--- config.mk ---
export PLATFORM = sky130hd
export DESIGN_NAME = auth_blk_flat
export DESIGN_NICKNAME = d
export VERILOG_FILES = /design/src/rtl/auth_blk_if.sv /design/src/rtl/auth_blk.sv /design/src/flat_wrapper.sv
export SDC_FILE = /design/constraint.sdc
export NUM_CORES = 1
export LEC_CHECK = 0
export BUFFER_PORTS_ARGS = -buffer_cell sky130_fd_sc_hd__buf_2
export CAP_MARGIN = 10
export CORE_MARGIN = 3
export CORE_UTILIZATION = 53
export DETAILED_ROUTE_END_ITERATION = 10
export PLACE_DENSITY_LB_ADDON = 0.15
export REMOVE_ABC_BUFFERS = 1
export SLEW_MARGIN = 20
export SYNTH_ARGS = -nofsm -noshare
export SYNTH_HDL_FRONTEND = slang
export SYNTH_SLANG_ARGS = --single-unit
--- constraint.sdc ---
create_clock -name clk -period 2.1 [get_ports clk]
set_input_delay 0.21 -clock clk [delete_from_list [all_inputs] [get_ports clk]]
set_output_delay 0.21 -clock clk [all_outputs]
set_load 0.01 [all_outputs]
--- src/rtl/auth_blk_if.sv ---
// auth_blk_if: BLE serial input, rider status and authorization outputs of auth_blk
interface auth_blk_if;
  logic       RX;
  logic       rider_off;
  logic       pwr_up;
  logic       rx_rdy;
  logic [7:0] rx_data;
  modport master (output RX, rider_off, input pwr_up, rx_rdy, rx_data);
  modport slave  (input RX, rider_off, output pwr_up, rx_rdy, rx_data);
endinterface

--- src/rtl/auth_blk.sv ---
// auth_blk: 8N1 UART receiver feeding a 3-state power authorization FSM (OFF/PWR1/PWR2)
module auth_blk #(
  parameter int         BAUD_DIV  = 2604,
  parameter logic [7:0] GO_CHAR   = 8'h67,
  parameter logic [7:0] STOP_CHAR = 8'h73
) (
  input  logic     clk,
  input  logic     rst_n,
  auth_blk_if.slave bus
);
  typedef enum logic [1:0] {IDLE, START, DATA, STOP} rx_st_t;
  typedef enum logic [1:0] {OFF, PWR1, PWR2} auth_st_t;
  localparam logic [11:0] HALF = 12'(BAUD_DIV / 2);
  // Reloading with BAUD_DIV-1 makes a 0-to-0 span exactly BAUD_DIV cycles, so no drift over 9 bits
  localparam logic [11:0] FULL = 12'(BAUD_DIV - 1);
  logic        rx_m_q, rx_s_q, rx_p_q;
  rx_st_t      rx_st_q, rx_st_d;
  logic [11:0] cnt_q, cnt_d;
  logic [2:0]  idx_q, idx_d;
  logic [7:0]  sh_q, sh_d, data_q, data_d;
  logic        rdy_q, rdy_d;
  auth_st_t    st_q, st_d;
  logic        expire, fall, go, stop;
  always_ff @(posedge clk or negedge rst_n) begin
    if (!rst_n) begin
      rx_m_q  <= 1'b1;
      rx_s_q  <= 1'b1;
      rx_p_q  <= 1'b1;
      rx_st_q <= IDLE;
      cnt_q   <= '0;
      idx_q   <= '0;
      sh_q    <= '0;
      data_q  <= '0;
      rdy_q   <= 1'b0;
      st_q    <= OFF;
    end else begin
      rx_m_q  <= bus.RX;
      rx_s_q  <= rx_m_q;
      rx_p_q  <= rx_s_q;
      rx_st_q <= rx_st_d;
      cnt_q   <= cnt_d;
      idx_q   <= idx_d;
      sh_q    <= sh_d;
      data_q  <= data_d;
      rdy_q   <= rdy_d;
      st_q    <= st_d;
    end
  end
  assign expire = (cnt_q == 12'd0);
  assign fall   = rx_p_q & ~rx_s_q;
  always_comb begin
    rx_st_d = rx_st_q;
    cnt_d   = expire ? FULL : cnt_q - 12'd1;
    idx_d   = idx_q;
    sh_d    = sh_q;
    data_d  = data_q;
    rdy_d   = 1'b0;
    unique case (rx_st_q)
      IDLE: begin
        cnt_d   = HALF;
        rx_st_d = fall ? START : IDLE;
      end
      START: begin
        idx_d   = 3'd0;
        rx_st_d = !expire ? START : rx_s_q ? IDLE : DATA;
      end
      DATA: if (expire) begin
        sh_d    = {rx_s_q, sh_q[7:1]};
        idx_d   = idx_q + 3'd1;
        rx_st_d = (idx_q == 3'd7) ? STOP : DATA;
      end
      STOP: if (expire) begin
        rdy_d   = rx_s_q;
        data_d  = rx_s_q ? sh_q : data_q;
        rx_st_d = IDLE;
      end
    endcase
  end
  assign go   = rdy_q && (data_q == GO_CHAR);
  assign stop = rdy_q && (data_q == STOP_CHAR);
  // GO outranks rider_off in PWR2 so a rider re-authorizing while stepping off stays powered
  always_comb begin
    st_d = (st_q == OFF)  ? (go ? PWR1 : OFF) :
           (st_q == PWR1) ? (stop ? (bus.rider_off ? OFF : PWR2) : PWR1) :
           (st_q == PWR2) ? (go ? PWR1 : bus.rider_off ? OFF : PWR2) : OFF;
  end
  assign bus.pwr_up  = (st_q != OFF);
  assign bus.rx_rdy  = rdy_q;
  assign bus.rx_data = data_q;
endmodule

--- src/flat_wrapper.sv ---
// flat-port wrapper written by rule: the top's interface ports become plain ports
module auth_blk_flat 
#(
  parameter int         BAUD_DIV  = 2604,
  parameter logic [7:0] GO_CHAR   = 8'h67,
  parameter logic [7:0] STOP_CHAR = 8'h73
)
  (clk, rst_n, bus_RX, bus_rider_off, bus_pwr_up, bus_rx_rdy, bus_rx_data);
  auth_blk_if bus_i ();
  input  logic clk;
  input  logic rst_n;
  input wire logic [$bits(bus_i.RX)-1:0] bus_RX;
  input wire logic [$bits(bus_i.rider_off)-1:0] bus_rider_off;
  output wire logic [$bits(bus_i.pwr_up)-1:0] bus_pwr_up;
  output wire logic [$bits(bus_i.rx_rdy)-1:0] bus_rx_rdy;
  output wire logic [$bits(bus_i.rx_data)-1:0] bus_rx_data;
  assign bus_i.RX = bus_RX;
  assign bus_i.rider_off = bus_rider_off;
  assign bus_pwr_up = bus_i.pwr_up;
  assign bus_rx_rdy = bus_i.rx_rdy;
  assign bus_rx_data = bus_i.rx_data;
  auth_blk #(.BAUD_DIV(BAUD_DIV), .GO_CHAR(GO_CHAR), .STOP_CHAR(STOP_CHAR)) u_core (.clk(clk), .rst_n(rst_n), .bus(bus_i));
endmodule
==> flow_summary.json <==
{
  "cp_data_arrival_time_ns": 2.19,
  "wirelength_mm": 3.56,
  "timing.slew.headroom_pct": 45.0,
  "dieArea_sq_um": 4230,
  "post_cts_buffers": 0,
  "path_max_fanout": 6,
  "vdd_ir_drop_max_uv": 516,
  "layout_commonest_cell": "dfrtp_1",
  "skew_ns": 0.00822,
  "hold_class": "flip-flop to flip-flop",
  "dieHeight_um": 65.0,
  "min_period_over_period_pct": 93.0,
  "drc": 0,
  "tns_ns": 0,
  "first_iter_violations": 115,
  "synthToLayoutAreaGrowth_pct": 15.5,
  "grt.total_usage_pct": 19.9,
  "timing.final.hold_violations": 0,
  "finalSetupViolations": 0,
  "clockBufferDepth": 2,
  "holdWs_ns": 0.364,
  "pin_count": 14,
  "portBuffers": 13,
  "syn_avg_cell_area_sq_um": 12.0,
  "cp-end-kind": "flip-flop",
  "core.rowCount": 20,
  "rsz0062_at_grt": "no",
  "p_leak_nw": 1.00,
  "maxSlewViolCount": 0,
  "grt_max_degree": 40,
  "grt.overflow.total": 0,
  "vias": 1345,
  "core-area_sq_um": 3180,
  "cts_root_buffer": "clkbuf_4",
  "final_cell_mix": "dfrtp_1 (36), mux2_2 (17), buf_2 (13)",
  "yosys_warnings": 0,
  "synth_seq_area_share_pct": 53.1,
  "fmax_mhz": 512,
  "fin_nets": 189,
  "fin_ws_ns": 0.148,
  "syn_area_sq_um": 1850,
  "wl_per_cell_um": 15.8,
  "gp_congestion": 0.894,
  "start_util_pct": 58.1,
  "status": "complete, no violations",
  "power.total_mw": 2.00,
  "antenna_found_initial": 0,
  "synth_cell_types": 42,
  "drt_pass1_iterations": 4,
  "fin_crit_ns": 1.95,
  "drive_above_1_share_pct": 31.9,
  "place_ws_ns": 0.0561,
  "via_per_inst": 5.95,
  "cp.required_ns": 2.34,
  "first_global_vias": 1345,
  "syn_inst": 154,
  "ys_ff_latch": 39,
  "startpoint_type": "flip-flop",
  "critical_path_class": "flip-flop to flip-flop",
  "cts_made_buffers": 5,
  "grt_pass1_wl_mm": 6.44,
  "cts_htree_levels": 2,
  "place_hpwl_mm": 2.49,
  "tritoncts": "built",
  "slowest_delay_ns": 0.61,
  "fp.dieW_um": 65.0,
  "crit_chain": "or4_4, nor4_1, buf_4, mux2_2",
  "clock-sinks": 39,
  "slowest_stage": "or4_4",
  "ant_nets": 0,
  "antenna_cells": 0,
  "path_clk_slew_ns": 0.12,
  "worst_slew_pin_slew_ns": 0.826,
  "pwr_density_cell_nw_per_um2": 940,
  "clk_latency_ns": 0.35,
  "maxCapViolations": 0,
  "fillers": 258
}
per-layer routing:
layer,vias to the layer above,share of wire (%),GRT usage [%]
met5,-,0,0
li1,641,-,-
met3,5,5.1,5.55
met4,0,1.1,6.74
met1,661,45,25.6
met2,38,49,32.3
state kept, by name, indices dropped and copies added, names as in the netlist, named ones only:
register / flops
u_core.sh_q: 8
u_core.idx_q: 3
u_core.rx_st_q: 1
u_core.rx_m_q: 1
u_core.cnt_q: 12
u_core.st_q: 2
u_core.bus.rx_rdy: 1
u_core.bus.rx_data: 8
u_core.rx_p_q: 1
u_core.rx_s_q: 1
where the power goes:
| group | total (mW) | switching, mW | internal (mW) |
|---|---|---|---|
| clock | 0.525 | 0.243 | 0.281 |
| sequential | 0.968 | 0.114 | 0.854 |
| combinational | 0.511 | 0.283 | 0.228 |
| total | 2.00 | 0.640 | 1.36 |
area by class of cell:
| type | instances | area, sq um | area share (%) |
|---|---|---|---|
| inverters | 5 | 18.8 | 0.880 |
| repair buffers | 25 | 163 | 7.63 |
| flip-flops and latches | 39 | 980 | 46.0 |
| clock inverters | 2 | 35.0 | 1.64 |
| clock buffers | 6 | 51.3 | 2.41 |
| well taps | 44 | 55.1 | 2.58 |
| multi-input cells | 105 | 830 | 38.9 |
synth_stat cells:
master    number  area, sq um
nand3b_1       1         7.51
nor3_1         2         10.0
a211oi_1       3         22.5
or4_1          4         30.0
ha_1           4         50.1
nor3b_1        1         7.51
mux2i_1        3         30.0
o41a_1         1         11.3
xnor2_1        3         26.3
a22oi_1        1         7.51
inv_1          5         18.8
a31oi_1        2         12.5
nand2_1        4         15.0
nand2b_1       2         12.5
nor2b_1        4         25.0
o211ai_1       1         7.51
a41oi_1        2         17.5
nor4_1         7         43.8
clkbuf_1       3         11.3
dfrtp_1       36          901
o31ai_1        2         15.0
dfstp_2        3         78.8
nand4_1        4         25.0
or3_1          5         31.3
or2_2          4         25.0
o41ai_1        1         8.76
a31o_2         1         8.76
o21ai_0        5         25.0
nand3_1        2         10.0
and4b_1        3         30.0
buf_2          2         10.0
a22o_1         1         8.76
or3b_2         1         8.76
nor4bb_1       1         10.0
mux2_2        17          191
and3b_1        1         8.76
nor2_1         4         15.0
nand4b_1       1         8.76
nor4_4         1         21.3
o21bai_1       1         7.51
a21oi_1        4         20.0
or4b_1         1         10.0
critical path, delay by kind of cell (launching register included):
family	cells	cell delay, ns
muxes	1	0.31
and+or+nand+nor	2	0.94
DFF	1	0.42
buffers and inverters	1	0.17
cells by family (layout without fill, tap and decap cells):
logic type                 after synthesis  in the layout  synth area share, %
AOI/OAI and AO/OA                       25             25                 9.36
xor gates and xnor gates                 3              3                 1.42
adders and majority gates                4              4                 2.71
buffers and inverters                   10             38                 2.17
DFF                                     39             39                 53.1
muxes                                   20             20                 12.0
and+or+nand+nor                         53             53                 19.3
stage by stage:
stage / util [%] / cells / cell area [sq um]
finish: 67.1 / 226 / 2130
global route: 67.1 / 226 / 2130
CTS: 66.7 / 225 / 2120
detailed placement: 63.3 / 215 / 2010
global placement: 63.3 / 215 / 2010
floorplan: - / 149 / 1820
worst paths after layout:
path / startpoint / to / slack (ns) / cells past startpoint
max: u_core.cnt_q[5]$_DFF_PN0_ / flip-flop / 0.15 / 4
min reg2reg: u_core.rx_m_q$_DFF_PN1_ / u_core.rx_s_q$_DFF_PN1_ / 0.36 / 0
max reg2reg: u_core.cnt_q[5]$_DFF_PN0_ / flip-flop / 0.15 / 4
min: u_core.rx_m_q$_DFF_PN1_ / u_core.rx_s_q$_DFF_PN1_ / 0.36 / 0
min in group asynchronous: rst_n / u_core.cnt_q[7]$_DFF_PN0_ / 0.49 / 2
max in group asynchronous: rst_n / u_core.rx_st_q[0]$_DFFE_PN0P_ / 1.08 / 2
timing repair:
action                                  in CTS  in global routing
endpoints found under the setup margin       0                 14
hold endpoints to repair                    37                  1
resized for setup                            0                  1
hold buffers                                 2                  1
(Power assumes the default switching activity.)
